File: src/rtl/alu_pkg.sv
// Shared definitions for the ALU writeback stage: opcodes, flag layout,
// branch condition codes, the buffered entry format and condition evaluation.
package alu_pkg;

    localparam int ALU_DATA_W = 16;
    localparam int ALU_REG_AW = 3;

    localparam logic [3:0] OP_ADD  = 4'b0000;
    localparam logic [3:0] OP_SUB  = 4'b0001;
    localparam logic [3:0] OP_AND  = 4'b0010;
    localparam logic [3:0] OP_OR   = 4'b0011;
    localparam logic [3:0] OP_XOR  = 4'b0100;
    localparam logic [3:0] OP_SHL  = 4'b0101;
    localparam logic [3:0] OP_SHR  = 4'b0110;
    localparam logic [3:0] OP_NONE = 4'b1111;

    localparam int FLAG_S = 3;
    localparam int FLAG_Z = 2;
    localparam int FLAG_C = 1;
    localparam int FLAG_V = 0;

    localparam logic [2:0] COND_AL = 3'b000;
    localparam logic [2:0] COND_EQ = 3'b001;
    localparam logic [2:0] COND_NE = 3'b010;
    localparam logic [2:0] COND_LT = 3'b011;
    localparam logic [2:0] COND_GE = 3'b100;
    localparam logic [2:0] COND_CS = 3'b101;
    localparam logic [2:0] COND_CC = 3'b110;
    localparam logic [2:0] COND_VS = 3'b111;

    typedef struct packed {
        logic [ALU_DATA_W-1:0] data;
        logic [ALU_REG_AW-1:0] dest;
        logic                  we;
        logic                  taken;
        logic [ALU_DATA_W-1:0] tgt;
    } wb_entry_t;

    localparam int ENTRY_W = $bits(wb_entry_t);

    // Evaluates a branch condition code against a {S,Z,C,V} flag vector.
    function automatic logic cond_met(input logic [2:0] cond, input logic [3:0] f);
        logic res;
        res = 1'b0;
        case (cond)
            COND_AL: res = 1'b1;
            COND_EQ: res = f[FLAG_Z];
            COND_NE: res = ~f[FLAG_Z];
            COND_LT: res = f[FLAG_S] ^ f[FLAG_V];
            COND_GE: res = ~(f[FLAG_S] ^ f[FLAG_V]);
            COND_CS: res = f[FLAG_C];
            COND_CC: res = ~f[FLAG_C];
            COND_VS: res = f[FLAG_V];
            default: res = 1'b0;
        endcase
        return res;
    endfunction

endpackage

File: src/rtl/alu_writeback_stage_if.sv
// Bus between the ALU, the writeback stage and the register file / fetch logic.
// master drives ALU results and accepts writeback; slave is the stage itself.
interface alu_writeback_stage_if #(
    parameter int DATA_W = 16,
    parameter int REG_AW = 3
);
    logic              in_valid;
    logic              in_ready;
    logic [DATA_W-1:0] alu_out;
    logic [3:0]        flag_out;
    logic [3:0]        s_alu;
    logic              wb_en_in;
    logic [REG_AW-1:0] wb_dest_in;
    logic              br_en;
    logic [2:0]        br_cond;
    logic [DATA_W-1:0] br_tgt;

    logic              out_valid;
    logic              out_ready;
    logic [DATA_W-1:0] wb_data;
    logic [REG_AW-1:0] wb_dest;
    logic              wb_we;
    logic              br_taken;
    logic [DATA_W-1:0] br_addr;
    logic [3:0]        flag_reg;

    modport master (
        output in_valid, alu_out, flag_out, s_alu, wb_en_in, wb_dest_in,
               br_en, br_cond, br_tgt, out_ready,
        input  in_ready, out_valid, wb_data, wb_dest, wb_we, br_taken,
               br_addr, flag_reg
    );

    modport slave (
        input  in_valid, alu_out, flag_out, s_alu, wb_en_in, wb_dest_in,
               br_en, br_cond, br_tgt, out_ready,
        output in_ready, out_valid, wb_data, wb_dest, wb_we, br_taken,
               br_addr, flag_reg
    );
endinterface

File: src/rtl/alu_writeback_stage_wb_skid_buf.sv
// Two-entry valid/ready skid buffer. in_ready is a register so the upstream
// never sees a combinational path from out_ready.
//   state | meaning
//   EMPTY | no entries held
//   ONE   | head valid, tail free
//   TWO   | head and tail valid, input stalled
module wb_skid_buf #(
    parameter int W = 8
) (
    input  logic         clk,
    input  logic         rst_n,
    input  logic         in_valid,
    output logic         in_ready,
    input  logic [W-1:0] in_data,
    output logic         out_valid,
    input  logic         out_ready,
    output logic [W-1:0] out_data
);

    localparam logic [1:0] ST_EMPTY = 2'd0;
    localparam logic [1:0] ST_ONE   = 2'd1;
    localparam logic [1:0] ST_TWO   = 2'd2;

    logic [1:0]   state;
    logic [1:0]   state_nxt;
    logic         in_ready_q;
    logic [W-1:0] head;
    logic [W-1:0] tail;
    logic         push;
    logic         pop;

    assign push      = in_valid && in_ready_q;
    assign pop       = (state != ST_EMPTY) && out_ready;
    assign in_ready  = in_ready_q;
    assign out_valid = (state != ST_EMPTY);
    assign out_data  = head;

    // Occupancy transitions from push/pop.
    always_comb begin
        state_nxt = state;
        case (state)
            ST_EMPTY: if (push) state_nxt = ST_ONE;
            ST_ONE: begin
                if (push && !pop)      state_nxt = ST_TWO;
                else if (!push && pop) state_nxt = ST_EMPTY;
            end
            ST_TWO:   if (pop) state_nxt = ST_ONE;
            default:  state_nxt = ST_EMPTY;
        endcase
    end

    // State register; in_ready is held low through reset and rises one edge later.
    always_ff @(posedge clk or negedge rst_n) begin
        if (!rst_n) begin
            state      <= ST_EMPTY;
            in_ready_q <= 1'b0;
        end else begin
            state      <= state_nxt;
            in_ready_q <= (state_nxt != ST_TWO);
        end
    end

    // Entry storage: new data goes to head when it will be the oldest entry, else to tail.
    always_ff @(posedge clk or negedge rst_n) begin
        if (!rst_n) begin
            head <= '0;
            tail <= '0;
        end else begin
            case (state)
                ST_EMPTY: if (push) head <= in_data;
                ST_ONE: begin
                    if (push && pop)  head <= in_data;
                    else if (push)    tail <= in_data;
                end
                ST_TWO:   if (pop) head <= tail;
                default: ;
            endcase
        end
    end

endmodule

File: src/rtl/alu_writeback_stage.sv
// ALU writeback stage: owns the architectural flag register, resolves
// conditional branches at accept time and buffers results for writeback.
module alu_writeback_stage
    import alu_pkg::*;
#(
    parameter int DATA_W = ALU_DATA_W,
    parameter int REG_AW = ALU_REG_AW
) (
    input  logic                  clk,
    input  logic                  rst_n,
    alu_writeback_stage_if.slave  bus
);

    logic      [3:0] flag_q;
    logic      [3:0] eff_flags;
    logic            accept;
    logic            buf_in_ready;
    logic            buf_out_valid;
    logic            has_op;
    wb_entry_t       in_entry;
    wb_entry_t       head_entry;

    assign has_op    = (bus.s_alu != OP_NONE);
    assign accept    = bus.in_valid && buf_in_ready;
    // The instruction's own flags are forwarded so a compare+branch resolves in one step.
    assign eff_flags = has_op ? bus.flag_out : flag_q;

    // Pack the incoming instruction with its resolved branch outcome.
    always_comb begin
        in_entry       = '0;
        in_entry.data  = bus.alu_out;
        in_entry.dest  = bus.wb_dest_in;
        in_entry.we    = bus.wb_en_in;
        in_entry.taken = bus.br_en && cond_met(bus.br_cond, eff_flags);
        in_entry.tgt   = bus.br_tgt;
    end

    // Flags follow the ALU in order: updated at accept, not when the entry drains.
    always_ff @(posedge clk or negedge rst_n) begin
        if (!rst_n) begin
            flag_q <= 4'b0000;
        end else if (accept && has_op) begin
            flag_q <= bus.flag_out;
        end
    end

    wb_skid_buf #(.W(ENTRY_W)) u_buf (
        .clk       (clk),
        .rst_n     (rst_n),
        .in_valid  (bus.in_valid),
        .in_ready  (buf_in_ready),
        .in_data   (in_entry),
        .out_valid (buf_out_valid),
        .out_ready (bus.out_ready),
        .out_data  (head_entry)
    );

    assign bus.in_ready  = buf_in_ready;
    assign bus.out_valid = buf_out_valid;
    assign bus.wb_data   = head_entry.data[DATA_W-1:0];
    assign bus.wb_dest   = head_entry.dest[REG_AW-1:0];
    assign bus.wb_we     = buf_out_valid && head_entry.we;
    assign bus.br_taken  = buf_out_valid && head_entry.taken;
    assign bus.br_addr   = head_entry.tgt[DATA_W-1:0];
    assign bus.flag_reg  = flag_q;

endmodule

File: src/flat_wrapper.sv
// flat-port wrapper written by rule: the top's interface ports become plain ports
module alu_writeback_stage_flat import alu_pkg::*;
#(
    parameter int DATA_W = ALU_DATA_W,
    parameter int REG_AW = ALU_REG_AW
)
  (clk, rst_n, bus_in_valid, bus_alu_out, bus_flag_out, bus_s_alu, bus_wb_en_in, bus_wb_dest_in, bus_br_en, bus_br_cond, bus_br_tgt, bus_out_ready, bus_in_ready, bus_out_valid, bus_wb_data, bus_wb_dest, bus_wb_we, bus_br_taken, bus_br_addr, bus_flag_reg);
  alu_writeback_stage_if #(.DATA_W(DATA_W), .REG_AW(REG_AW)) bus_i ();
  input  logic clk;
  input  logic rst_n;
  input wire logic [$bits(bus_i.in_valid)-1:0] bus_in_valid;
  input wire logic [$bits(bus_i.alu_out)-1:0] bus_alu_out;
  input wire logic [$bits(bus_i.flag_out)-1:0] bus_flag_out;
  input wire logic [$bits(bus_i.s_alu)-1:0] bus_s_alu;
  input wire logic [$bits(bus_i.wb_en_in)-1:0] bus_wb_en_in;
  input wire logic [$bits(bus_i.wb_dest_in)-1:0] bus_wb_dest_in;
  input wire logic [$bits(bus_i.br_en)-1:0] bus_br_en;
  input wire logic [$bits(bus_i.br_cond)-1:0] bus_br_cond;
  input wire logic [$bits(bus_i.br_tgt)-1:0] bus_br_tgt;
  input wire logic [$bits(bus_i.out_ready)-1:0] bus_out_ready;
  output wire logic [$bits(bus_i.in_ready)-1:0] bus_in_ready;
  output wire logic [$bits(bus_i.out_valid)-1:0] bus_out_valid;
  output wire logic [$bits(bus_i.wb_data)-1:0] bus_wb_data;
  output wire logic [$bits(bus_i.wb_dest)-1:0] bus_wb_dest;
  output wire logic [$bits(bus_i.wb_we)-1:0] bus_wb_we;
  output wire logic [$bits(bus_i.br_taken)-1:0] bus_br_taken;
  output wire logic [$bits(bus_i.br_addr)-1:0] bus_br_addr;
  output wire logic [$bits(bus_i.flag_reg)-1:0] bus_flag_reg;
  assign bus_i.in_valid = bus_in_valid;
  assign bus_i.alu_out = bus_alu_out;
  assign bus_i.flag_out = bus_flag_out;
  assign bus_i.s_alu = bus_s_alu;
  assign bus_i.wb_en_in = bus_wb_en_in;
  assign bus_i.wb_dest_in = bus_wb_dest_in;
  assign bus_i.br_en = bus_br_en;
  assign bus_i.br_cond = bus_br_cond;
  assign bus_i.br_tgt = bus_br_tgt;
  assign bus_i.out_ready = bus_out_ready;
  assign bus_in_ready = bus_i.in_ready;
  assign bus_out_valid = bus_i.out_valid;
  assign bus_wb_data = bus_i.wb_data;
  assign bus_wb_dest = bus_i.wb_dest;
  assign bus_wb_we = bus_i.wb_we;
  assign bus_br_taken = bus_i.br_taken;
  assign bus_br_addr = bus_i.br_addr;
  assign bus_flag_reg = bus_i.flag_reg;
  alu_writeback_stage #(.DATA_W(DATA_W), .REG_AW(REG_AW)) u_core (.clk(clk), .rst_n(rst_n), .bus(bus_i));
endmodule
File: config.mk
export PLATFORM = sky130hd
export DESIGN_NAME = alu_writeback_stage_flat
export DESIGN_NICKNAME = d
export VERILOG_FILES = /design/src/rtl/alu_pkg.sv /design/src/rtl/alu_writeback_stage_if.sv /design/src/rtl/alu_writeback_stage_wb_skid_buf.sv /design/src/rtl/alu_writeback_stage.sv /design/src/flat_wrapper.sv
export SDC_FILE = /design/constraint.sdc
export NUM_CORES = 1
export LEC_CHECK = 0
export ABC_CLOCK_PERIOD_IN_PS = 2000
export CAP_MARGIN = 20
export CELL_PAD_IN_SITES_DETAIL_PLACEMENT = 1
export CELL_PAD_IN_SITES_GLOBAL_PLACEMENT = 1
export CORE_AREA = 2 2 89 125
export DETAILED_ROUTE_END_ITERATION = 10
export DIE_AREA = 0 0 91 127
export GPL_ROUTABILITY_DRIVEN = 0
export GPL_TIMING_DRIVEN = 0
export PLACE_DENSITY_LB_ADDON = 0.1
export SLEW_MARGIN = 20
export SYNTH_ARGS = -nofsm -noshare
export SYNTH_HDL_FRONTEND = slang
export SYNTH_HIERARCHICAL = 1
export SYNTH_SLANG_ARGS = --single-unit
File: constraint.sdc
create_clock -name clk -period 2 [get_ports clk]
set_input_delay 0.2 -clock clk [delete_from_list [all_inputs] [get_ports clk]]
set_output_delay 0.2 -clock clk [all_outputs]
set_load 0.02 [all_outputs]
==> qor.yml <==
drt:
  drt_iter0_markers: 85
  wire_per_inst_um: 17.98
  via_per_inst: 5.128
  vias: 2595
  drtPass1Iterations: 4
  detail-route-antenna-nets: 0
  drc: 0
  wl_um: 9099
worst_setup_path:
  cp.arrival_ns: 2.22
  endpoint_kind: "register"
  critPathRequiredTime_ns: 2.22
  rr_endpoint: "u_core/u_buf/out_data[16]"
  start_kind: "register"
  critPathMaxFanout: 3
  reg2reg_depth: 6
  r2r_slack_ns: -0.001
  timing.rr.start: "u_core/bus.flag_reg[1]"
  worstSetupPathType: "register to register"
timing:
  slew_headroom_pct: 65.39
  rsz0062_at_grt: "yes"
  setup_violations: 1
  post-route-period-util_pct: 100.1
  tightest_slew_ns: 0.5191
  fin_tns_setup_ns: -0.001454
  hold_viol_final: 0
  skew_ns: 0.005173
  fmax_ghz: 0.4996
  finalWorstSetupSlack_ns: -0.001454
  period_needed_ns: 2.001
  slew_violations: 0
finish:
  final_area_um2: 5135
  final_cell_mix: "86 x clkdlybuf4s50_1, 79 x dfrtp_1, 37 x o32a_1, 37 x o21a_1, 30 x mux2_4"
  drive_gt1_share_pct: 24.18
  layout_commonest_cell: "clkdlybuf4s50_1"
  antennaDiodeCount: 0
  final_net_count: 415
  postLayoutCoreUtil_pct: 49.61
  n_fill_cell: 1078
  syn_to_final_growth_pct: 38.70
clock_tree:
  cts.clk_slew.worst_paths_ns: 0.06
  clock_tree.buffer_depth: 2
  cts_sinks: 81
  cts_tree: "done"
  cts_max_level: 3
  cts_buffers: 9
  clk_latency_ns: 0.33
  root_buffer: "clkbuf_16"
outcome:
  violations: "negative setup slack"
  status: "finished, violations left"
grt:
  grt_usage_pct: 16.47
  grt-ovfl-total: 0
  grt_pass1_wl_um: 14990
  grt_max_degree: 50
  grt_pass1_vias: 2893
  antenna_found_initial: 0
floorplanning:
  start_util_pct: 35.77
  die_w_um: 91
  die_height_um: 127
  die-area_um2: 11560
  row_count: 44
  coreArea_um2: 10350
  pin_count: 95
run:
  maxCapViolCount: 0
logic_synthesis:
  syn-instance-count: 253
  ys_ff_latch: 81
  yosys_warnings: 6
  ys_seq_area_share_pct: 54.75
  ys.flop_type: "dfrtp_1"
  synth.avg_cell_area_um2: 14.63
  syn_nets: 305
  netlist_area_um2: 3702
  synth_edf_count: 0
  synth.distinct_cells: 32
  synthArstFlopShare_pct: 100.0
worst_hold_path:
  whs_endpoint: "u_core/bus.flag_reg[1]"
  whs_path_depth: 3
  min_from: "bus_flag_out[1]"
  hold_path.class: "input port to register"
power_and_ir_drop:
  ir_worst_vdd_uv: 692.7
  power.density_nw_per_um2: 1470
  power_mw: 7.546
  p_leak_nw: 2.097
placement:
  dpl.hpwl_um: 6276
  placed_area_um2: 4843
  io_buffers: 94
metrics by stage:
stage	hold slack (ns)	std cells	setup slack, ns
2_1_floorplan	-0.09559	253	0.01478
3_3_place_gp	0.4737	485	-2.683
3_5_place_dp	0.1888	486	-0.5272
4_1_cts	0.3792	505	0.01376
5_1_grt	0.1892	506	-0.04302
6_report	0.1712	506	-0.001454
cell usage after synthesis (2+ instances only):
library cell  instances  area [um^2]
xor2_1                2        17.52
mux2i_1               5        50.05
mux2_2               10        112.6
nand2_1               4        15.01
clkbuf_1              2        7.510
mux2_4               30        450.4
buf_12                4        80.08
nor2_1                4        15.01
o21a_1               37        277.8
o32a_1               37        370.4
and2_1                2        12.51
buf_6                 3        33.78
inv_1                 2        7.510
nand3b_1              2        15.01
or2_2                 2        12.51
dfrtp_1              81         2027
buf_2                11        55.05
per-layer routing:
metal | global-route usage (%) | up-vias | part of all wire, %
met5 | 0 | - | 0
li1 | - | 1191 | -
met4 | 5.704 | 0 | 1.2
met1 | 20.73 | 1332 | 44
met2 | 27.76 | 65 | 50
met3 | 4.009 | 7 | 4.2
what timing repair did:
action	in CTS	in global routing
pin swaps	3	3
endpoints found under the hold margin	32	0
resized for setup	6	2
hold buffers	1	0
buffers inserted	2	1
setup endpoints to repair	3	1
cells by family (layout without fill, tap and decap cells):
family / count (synthesis) / after routing / synth area share (%)
AO/OA/AOI/OAI: 82 / 82 / 19.13
flip-flops: 81 / 81 / 54.75
multiplexers: 46 / 46 / 17.17
buffers and inverters: 22 / 137 / 4.968
AND/OR/NAND/NOR: 20 / 20 / 3.514
XOR/XNOR: 2 / 2 / 0.4732
power by group:
group	total (mW)	switching, mW	internal, mW
Clock	1.47	0.642	0.832
Combinational	3.20	1.37	1.83
Sequential	2.87	0.450	2.42
final cells by class:
cell class / instances / area, um^2 / share of cell area [%]
well taps: 138 / 172.7 / 3.363
clock inverters: 6 / 35.03 / 0.6823
multi-input cells: 150 / 1491 / 29.04
plain buffers: 20 / 176.4 / 3.436
inverters: 2 / 7.507 / 0.1462
repair buffers: 99 / 993.5 / 19.35
flip-flops and latches: 81 / 2029 / 39.52
clock buffers: 10 / 229.0 / 4.459
worst max-delay path, stage by stage, from the launching register on:
cell and delay (ns):
dfrtp_2 0.38, inv_2 0.04, mux4_2 0.45, a32o_1 0.24
o31a_1 0.31, o32a_1 0.37, o21a_1 0.11
worst max path at each step:
stage | to | start | slack (ns) | cells past startpoint
2_1_floorplan | u_core/u_buf/out_data[16] | u_core/bus.flag_reg[0] | 0.01 | 5
3_3_place_gp | u_core/bus.flag_reg[0] | rst_n | -2.68 | 1
3_5_place_dp | u_core/u_buf/out_data[16] | bus_s_alu[1] | -0.53 | 7
4_1_cts | u_core/u_buf/out_data[16] | u_core/bus.flag_reg[1] | 0.01 | 6
5_1_grt | u_core/u_buf/out_data[16] | u_core/bus.flag_reg[1] | -0.04 | 6
6_report | u_core/u_buf/out_data[16] | u_core/bus.flag_reg[1] | -0.001 | 6
Note: power is estimated with default switching activity, not from simulation.
